`config.mk`:
```
export PLATFORM = sky130hd
export DESIGN_NAME = missile_fire_ctrl_flat
export DESIGN_NICKNAME = d
export VERILOG_FILES = /design/src/rtl/missile_pkg.sv /design/src/rtl/missile_fire_ctrl_if.sv /design/src/rtl/missile_fire_ctrl_picker.sv /design/src/rtl/missile_fire_ctrl.sv /design/src/flat_wrapper.sv
export SDC_FILE = /design/constraint.sdc
export NUM_CORES = 1
export LEC_CHECK = 0
export ABC_AREA = 0
export BUFFER_PORTS_ARGS = -buffer_cell sky130_fd_sc_hd__buf_2
export CORE_UTILIZATION = 53
export CTS_CLUSTER_DIAMETER = 80
export DETAILED_ROUTE_END_ITERATION = 6
export GPL_TIMING_DRIVEN = 0
export PLACE_DENSITY = 0.86
export SLEW_MARGIN = 0
export SYNTH_ARGS = -nofsm -noshare
export SYNTH_HDL_FRONTEND = slang
export SYNTH_SLANG_ARGS = --single-unit
```
`constraint.sdc`:
```
create_clock -name frame_clk -period 3.3 [get_ports frame_clk]
set_input_delay 0.165 -clock frame_clk [delete_from_list [all_inputs] [get_ports frame_clk]]
set_output_delay 0.165 -clock frame_clk [all_outputs]
set_load 0.005 [all_outputs]
```
`src/rtl/missile_pkg.sv`:
```
// Shared types and constants for the player-missile fire controller.
// The MISSILE_AUTOFIRE_EN build option is consumed by missile_fire_ctrl.
package missile_pkg;

    typedef enum logic [1:0] {
        READY    = 2'd0,
        FIRE     = 2'd1,
        COOLDOWN = 2'd2
    } fire_state_t;

    localparam logic [7:0] KEY_SPACE     = 8'd44;
    localparam logic [9:0] SCREEN_X_MAX  = 10'd639;
    localparam int         DEF_NUM_SLOTS = 4;

    // Launch point: widened by one bit so the offset cannot wrap, then clamped to the screen.
    function automatic logic [9:0] launch_point(input logic [9:0] ship_x, input logic [10:0] offset);
        logic [10:0] sum;
        sum = {1'b0, ship_x} + offset;
        return (sum > {1'b0, SCREEN_X_MAX}) ? SCREEN_X_MAX : sum[9:0];
    endfunction

endpackage

```
`src/rtl/missile_fire_ctrl_if.sv`:
```
// Keyboard/ship inputs and missile-pool outputs of the fire controller.
// master = environment driving keys and releases, slave = the controller.
interface missile_fire_ctrl_if #(parameter int NUM_SLOTS = missile_pkg::DEF_NUM_SLOTS);

    logic [7:0]           keycode;
    logic [9:0]           ship_x;
    logic [NUM_SLOTS-1:0] slot_release;
    logic [NUM_SLOTS-1:0] slot_create;
    logic [9:0]           launch_x;
    logic [NUM_SLOTS-1:0] slot_busy;
    logic                 ready;
    logic [15:0]          shots_fired;

    modport master (
        output keycode, ship_x, slot_release,
        input  slot_create, launch_x, slot_busy, ready, shots_fired
    );

    modport slave (
        input  keycode, ship_x, slot_release,
        output slot_create, launch_x, slot_busy, ready, shots_fired
    );

endinterface

```
`src/rtl/missile_fire_ctrl_picker.sv`:
```
// rr_slot_picker: combinational rotate-priority picker; grants the first free
// slot at or above rr_ptr, wrapping modulo NUM_SLOTS.
module rr_slot_picker #(
    parameter int NUM_SLOTS = 4,
    parameter int PTR_W     = 2
) (
    input  logic [NUM_SLOTS-1:0] busy,
    input  logic [PTR_W-1:0]     rr_ptr,
    output logic [NUM_SLOTS-1:0] grant,
    output logic                 valid
);

    localparam int SW = PTR_W + 1;

    logic [SW-1:0]    sum;
    logic [PTR_W-1:0] idx;

    always_comb begin
        grant = '0;
        valid = 1'b0;
        sum   = '0;
        idx   = '0;
        for (int k = 0; k < NUM_SLOTS; k++) begin
            sum = {1'b0, rr_ptr} + SW'(k);
            if (sum >= SW'(NUM_SLOTS)) begin
                sum = sum - SW'(NUM_SLOTS);
            end
            idx = sum[PTR_W-1:0];
            if (!valid && !busy[idx]) begin
                grant[idx] = 1'b1;
                valid      = 1'b1;
            end
        end
    end

endmodule

```
`src/rtl/missile_fire_ctrl.sv`:
```
// Spacebar fire controller with frame cooldown and round-robin missile slot allocation.
// Build option MISSILE_AUTOFIRE_EN: level-sensitive spacebar (autofire) instead of edge.
module missile_fire_ctrl
    import missile_pkg::*;
#(
    parameter int NUM_SLOTS       = DEF_NUM_SLOTS,
    parameter int COOLDOWN_FRAMES = 15,
    parameter int LAUNCH_OFFSET   = 8
) (
    input  logic                 frame_clk,
    input  logic                 Reset_n,
    missile_fire_ctrl_if.slave   bus,
    output fire_state_t          dbg_state
);

    localparam int PTR_W = $clog2(NUM_SLOTS);

    fire_state_t          state_q, state_d;
    logic [7:0]           cnt_q, cnt_d;
    logic [PTR_W-1:0]     rr_ptr_q, rr_ptr_d;
    logic [NUM_SLOTS-1:0] slot_create_q, slot_create_d;
    logic [NUM_SLOTS-1:0] slot_busy_q, slot_busy_d;
    logic [9:0]           launch_x_q, launch_x_d;
    logic [15:0]          shots_q, shots_d;

    logic                 space;
    logic                 fire_req;
    logic [NUM_SLOTS-1:0] pick_grant;
    logic                 pick_valid;
    logic [PTR_W-1:0]     pick_idx;

    assign space = (bus.keycode == KEY_SPACE);

`ifdef MISSILE_AUTOFIRE_EN
    assign fire_req = space;
`else
    logic prev_space_q, prev_space_d;
    assign prev_space_d = space;
    assign fire_req     = space && !prev_space_q;

    always_ff @(posedge frame_clk) begin
        if (!Reset_n) prev_space_q <= 1'b0;
        else          prev_space_q <= prev_space_d;
    end
`endif

    // A slot released this edge still reads busy here; it becomes pickable next cycle.
    rr_slot_picker #(.NUM_SLOTS(NUM_SLOTS), .PTR_W(PTR_W)) u_picker (
        .busy   (slot_busy_q),
        .rr_ptr (rr_ptr_q),
        .grant  (pick_grant),
        .valid  (pick_valid)
    );

    always_comb begin
        pick_idx = '0;
        for (int i = 0; i < NUM_SLOTS; i++) begin
            if (pick_grant[i]) pick_idx = PTR_W'(i);
        end
    end

    // Handshake: a fire request is accepted only on an edge where ready is high;
    // otherwise it is dropped. slot_create is a one-cycle valid with no backpressure.
    always_comb begin
        state_d       = state_q;
        cnt_d         = cnt_q;
        rr_ptr_d      = rr_ptr_q;
        slot_create_d = slot_create_q;
        slot_busy_d   = slot_busy_q & ~bus.slot_release;
        launch_x_d    = launch_x_q;
        shots_d       = shots_q;
        case (state_q)
            READY: begin
                if (fire_req && pick_valid) begin
                    state_d       = FIRE;
                    slot_create_d = pick_grant;
                    slot_busy_d   = slot_busy_d | pick_grant;
                    launch_x_d    = launch_point(bus.ship_x, 11'(LAUNCH_OFFSET));
                    shots_d       = shots_q + 16'd1;
                    rr_ptr_d      = (pick_idx == PTR_W'(NUM_SLOTS - 1)) ? '0 : pick_idx + PTR_W'(1);
                end
            end
            FIRE: begin
                state_d       = COOLDOWN;
                cnt_d         = 8'(COOLDOWN_FRAMES);
                slot_create_d = '0;
            end
            COOLDOWN: begin
                if (cnt_q == 8'd0) state_d = READY;
                else               cnt_d   = cnt_q - 8'd1;
            end
            default: state_d = READY;
        endcase
    end

    always_ff @(posedge frame_clk) begin
        if (!Reset_n) begin
            state_q       <= READY;
            cnt_q         <= '0;
            rr_ptr_q      <= '0;
            slot_create_q <= '0;
            slot_busy_q   <= '0;
            launch_x_q    <= '0;
            shots_q       <= '0;
        end else begin
            state_q       <= state_d;
            cnt_q         <= cnt_d;
            rr_ptr_q      <= rr_ptr_d;
            slot_create_q <= slot_create_d;
            slot_busy_q   <= slot_busy_d;
            launch_x_q    <= launch_x_d;
            shots_q       <= shots_d;
        end
    end

    assign bus.slot_create = slot_create_q;
    assign bus.slot_busy   = slot_busy_q;
    assign bus.launch_x    = launch_x_q;
    assign bus.shots_fired = shots_q;
    assign bus.ready       = (state_q == READY) && (|(~slot_busy_q));
    assign dbg_state       = state_q;

endmodule

```
`src/flat_wrapper.sv`:
```
// flat-port wrapper written by rule: the top's interface ports become plain ports
module missile_fire_ctrl_flat import missile_pkg::*;
#(
    parameter int NUM_SLOTS       = DEF_NUM_SLOTS,
    parameter int COOLDOWN_FRAMES = 15,
    parameter int LAUNCH_OFFSET   = 8
)
  (frame_clk, Reset_n, dbg_state, bus_keycode, bus_ship_x, bus_slot_release, bus_slot_create, bus_launch_x, bus_slot_busy, bus_ready, bus_shots_fired);
  missile_fire_ctrl_if #(.NUM_SLOTS(NUM_SLOTS)) bus_i ();
  input  logic frame_clk;
  input  logic Reset_n;
  output fire_state_t dbg_state;
  input wire logic [$bits(bus_i.keycode)-1:0] bus_keycode;
  input wire logic [$bits(bus_i.ship_x)-1:0] bus_ship_x;
  input wire logic [$bits(bus_i.slot_release)-1:0] bus_slot_release;
  output wire logic [$bits(bus_i.slot_create)-1:0] bus_slot_create;
  output wire logic [$bits(bus_i.launch_x)-1:0] bus_launch_x;
  output wire logic [$bits(bus_i.slot_busy)-1:0] bus_slot_busy;
  output wire logic [$bits(bus_i.ready)-1:0] bus_ready;
  output wire logic [$bits(bus_i.shots_fired)-1:0] bus_shots_fired;
  assign bus_i.keycode = bus_keycode;
  assign bus_i.ship_x = bus_ship_x;
  assign bus_i.slot_release = bus_slot_release;
  assign bus_slot_create = bus_i.slot_create;
  assign bus_launch_x = bus_i.launch_x;
  assign bus_slot_busy = bus_i.slot_busy;
  assign bus_ready = bus_i.ready;
  assign bus_shots_fired = bus_i.shots_fired;
  missile_fire_ctrl #(.NUM_SLOTS(NUM_SLOTS), .COOLDOWN_FRAMES(COOLDOWN_FRAMES), .LAUNCH_OFFSET(LAUNCH_OFFSET)) u_core (.frame_clk(frame_clk), .Reset_n(Reset_n), .bus(bus_i), .dbg_state(dbg_state));
endmodule
```
==> impl_results.md <==
- Status: finished clean
- Clock-pin slew on the worst setup and hold paths: 90 ps
- WL per Instance: 13.4 um
- Critical Path RT: 3530 ps
- Vias in the first global route: between 2k and 2.5k
- Largest net degree at the start of global routing: 16
- Layout Nets: 366
- Post-route ant nets: 0
- DRC: 0
- Max Fclk: 405 MHz
- Dpl ws: approximately 900 ps
- Final Skew: 8.39 ps
- CP Launch Type: flip-flop
- Avg Cell Area, Syn: 8.95 um2
- Setup crit end kind: flip-flop
- R2r setup slk: approximately 830 ps
- Reg power frac: a little over half
- Max VDD drop: around 0.00023 V
- Post-cts hold buffer count: 0
- Core ar.: 4350 um2
- Filler Cells Inserted: 359
- First-pass GRT wire length: around 8.9 mm
- Worst Path Arrival: 2700 ps
- Fin crit share: 74.8%
- Die W: ~69 um
- Share of cells above drive strength 1: between 20% and 30%
- Vias after detailed routing: around 2.1k
- Comb power frac: 4.5%
- Crit path kind: reg2reg
- Number of cell rows: 24
- Post-Synthesis Net Count: 300
- P per Cell Area: 372 nW/um2
- Capture point of the worst path: u_core.rr_ptr_q[0]
- Crit. Startpoint: u_core.rr_ptr_q[0]
- FF-to-FF End: u_core.rr_ptr_q[0]
- Sw frac: 21.7%
- WHS: 98.6 ps
- Number of synthesized flops with an enable pin: 0
- Sequential cell area fraction in the yosys report: 39.4%
- I/O Pins: approximately 60
- R2R cell count: 9
- Async S/R FF share, synth: 0%
- Critical Path Fanout Max: 6
- Clock root buffer: clkbuf_8
- Starting Density: 54.9%
- Hold WC Path Type: in2reg
- CTS HTree Levels: 2
- DIE HEIGHT: between 60 and 70 um
- #FFs+latches synth: 47
- Drt total wl: 5.17 mm
- Minimum clock period: 2470 ps
- Clock sink count: 47
- Post-Syn Area: 2390 um2
- Worst relative slew slack: about three fifths
- Synthesis Warnings: 0
- CTS Buffer Depth: 2
- Ys flop type: dfxtp_1
- Initial DRC count: 117
- Clk pwr share: 42.4%
- RSZ-0062 raised after global routing: no
- Global route overflow: 0
- DR vias/cell: 5.56
- Global placer's final weighted congestion: 0.767
- Max Slew Vio Count: 0
- TritonCTS clock tree: done
- Register Area: 941 um2
- Port Buffers: just under 60
- Ant diodes: 0
- Setup violators final: 0
- Maxcap violations: 0
- Hold Fails Final Rpt: 0
- Net switching power: 0.000232 W
- Final worst slack: 831 ps
- Worst-margin pin slew: 608 ps
- Number of distinct library cells after synthesis: 48
- Worst-skew pair later-pin latency: approximately 310 ps
- Layout area overhead: 20.2%
- Post-CTS sizing: 0
- Synth Instances: 267
- Post-CTS Setup Inserts: 0
- Setup TNS: 0 ps
- Multi-input logic area: 1370 um2
- TritonCTS Buffers: 5
- Initial antenna violation count: 0
- Drt pass-1 iters: 4
- Crit Reg-Reg Startpoint: u_core.rr_ptr_q[0]
- Gr usage total: a little under a quarter
- Pleak: 1.24 nW
- Die Area: 4780 um2
- Internal power: ~0.00084 W
- HPWL after DPL: just under 4 mm
synth_stat cells (2+ instances only):
library cell	n	share of area, %
nand3_1	9	1.9
o221a_2	6	2.8
dfxtp_1	47	39
mux2i_1	3	1.3
or3_1	2	0.52
nand2_1	34	5.3
nor3_1	5	1.0
and3_1	7	1.8
ha_1	9	4.7
inv_1	13	2.0
a211oi_1	2	0.63
and2_1	4	1.0
nor4_1	2	0.52
and4_1	3	1.1
nor2_1	29	4.6
a31oi_1	2	0.52
clkbuf_1	5	0.79
xor2_1	10	3.7
nand4_1	4	1.0
a21oi_1	17	3.6
a221o_1	2	0.84
nand2b_1	11	2.9
nand3b_1	3	0.94
o21ai_0	3	0.63
xnor2_1	9	3.3
mux4_2	4	3.8
kinds of logic after synthesis:
family / Yosys count / share of synthesized area [%]
AO/OA/AOI/OAI: 43 / 14.0
XOR/XNOR: 19 / 6.96
adder cells (fa/ha/maj): 9 / 4.71
buffers and inverters: 20 / 3.51
flip-flops: 47 / 39.4
multiplexers: 7 / 5.03
AND/OR/NAND/NOR: 122 / 26.4
power by group through the flow:
stage / sequential, W / clock, W / combinational, W
3_3_place_gp: 0.000581 / 0 / 0.0000465
2_1_floorplan: 0.000581 / 0 / 0.0000244
6_report: 0.000568 / 0.000453 / 0.0000479
5_1_grt: 0.000568 / 0.000484 / 0.0000538
3_5_place_dp: 0.000581 / 0 / 0.0000480
4_1_cts: 0.000568 / 0.000461 / 0.0000483
critical path, cell delays in order (launching register included):
cell     delay [ps]
dfxtp_1         380
buf_6           150
inv_1            70
ha_1            320
mux4_2          580
nand2_2         110
nor3b_2          60
a221o_1         400
nor2b_4         150
o32ai_2         170
through the flow:
stage               instances  total power [W]  utilization [%]  cell area, um2
detailed placement        378         0.000629             63.2            2750
finish                    386          0.00107             65.9            2870
CTS                       386          0.00108             65.9            2870
global route              386          0.00111             65.9            2870
global placement          378         0.000628             63.2            2750
floorplan                 267         0.000606                -            2390
metal layers:
metal	wire (um)	up-vias	share of wire (%)	GRT usage, %
li1	-	1069	-	-
met1	2320	1016	45	28.8
met2	2560	53	50	37.3
met3	222	10	4.3	4.97
met4	69	0	1.3	9.07
met5	0	-	0	0
layout make-up:
| class | instances | area share (%) |
|---|---|---|
| multi-input combinational | 200 | 47.5 |
| sequential | 47 | 32.8 |
| timing repair buffer | 59 | 10.3 |
| clock buffer | 6 | 2.88 |
| tap | 52 | 2.27 |
| inverter | 13 | 1.70 |
| clock inverter | 2 | 1.35 |
| buffer | 7 | 1.22 |
worst min path at each step:
stage,startpoint,to,slack [ps],cells past startpoint
after floorplan,bus_slot_release[0],u_core.bus.slot_busy[0],330,2
after global placement,bus_slot_release[0],u_core.bus.slot_busy[0],420,3
after detailed placement,bus_slot_release[0],u_core.bus.slot_busy[0],420,3
after CTS,bus_slot_release[0],u_core.bus.slot_busy[0],100,3
after global routing,bus_slot_release[0],u_core.bus.slot_busy[0],130,3
final,bus_slot_release[0],u_core.bus.slot_busy[0],100,3
state kept, by name, summed over array words and instances (netlist names):
signal and count:
u_core.dbg_state 2, u_core.prev_space_q 1, u_core.cnt_q 8, u_core.bus.slot_busy 4, u_core.bus.launch_x 10, u_core.bus.slot_create 4, u_core.rr_ptr_q 2, u_core.bus.shots_fired 16
cells in the final DEF (no fill, tap or decap), types with 5 or more instances in the layout:
master / count
dfxtp_1: 47
inv_1: 13
clkbuf_8: 6
nor2_1: 29
buf_2: 60
ha_1: 9
a21oi_1: 17
nand3_1: 9
clkbuf_1: 5
o221a_2: 6
nor3_1: 5
nand2_1: 34
xnor2_1: 9
nand2b_1: 11
xor2_1: 10
and3_1: 7
No activity file was read; power rests on OpenSTA's default activity.
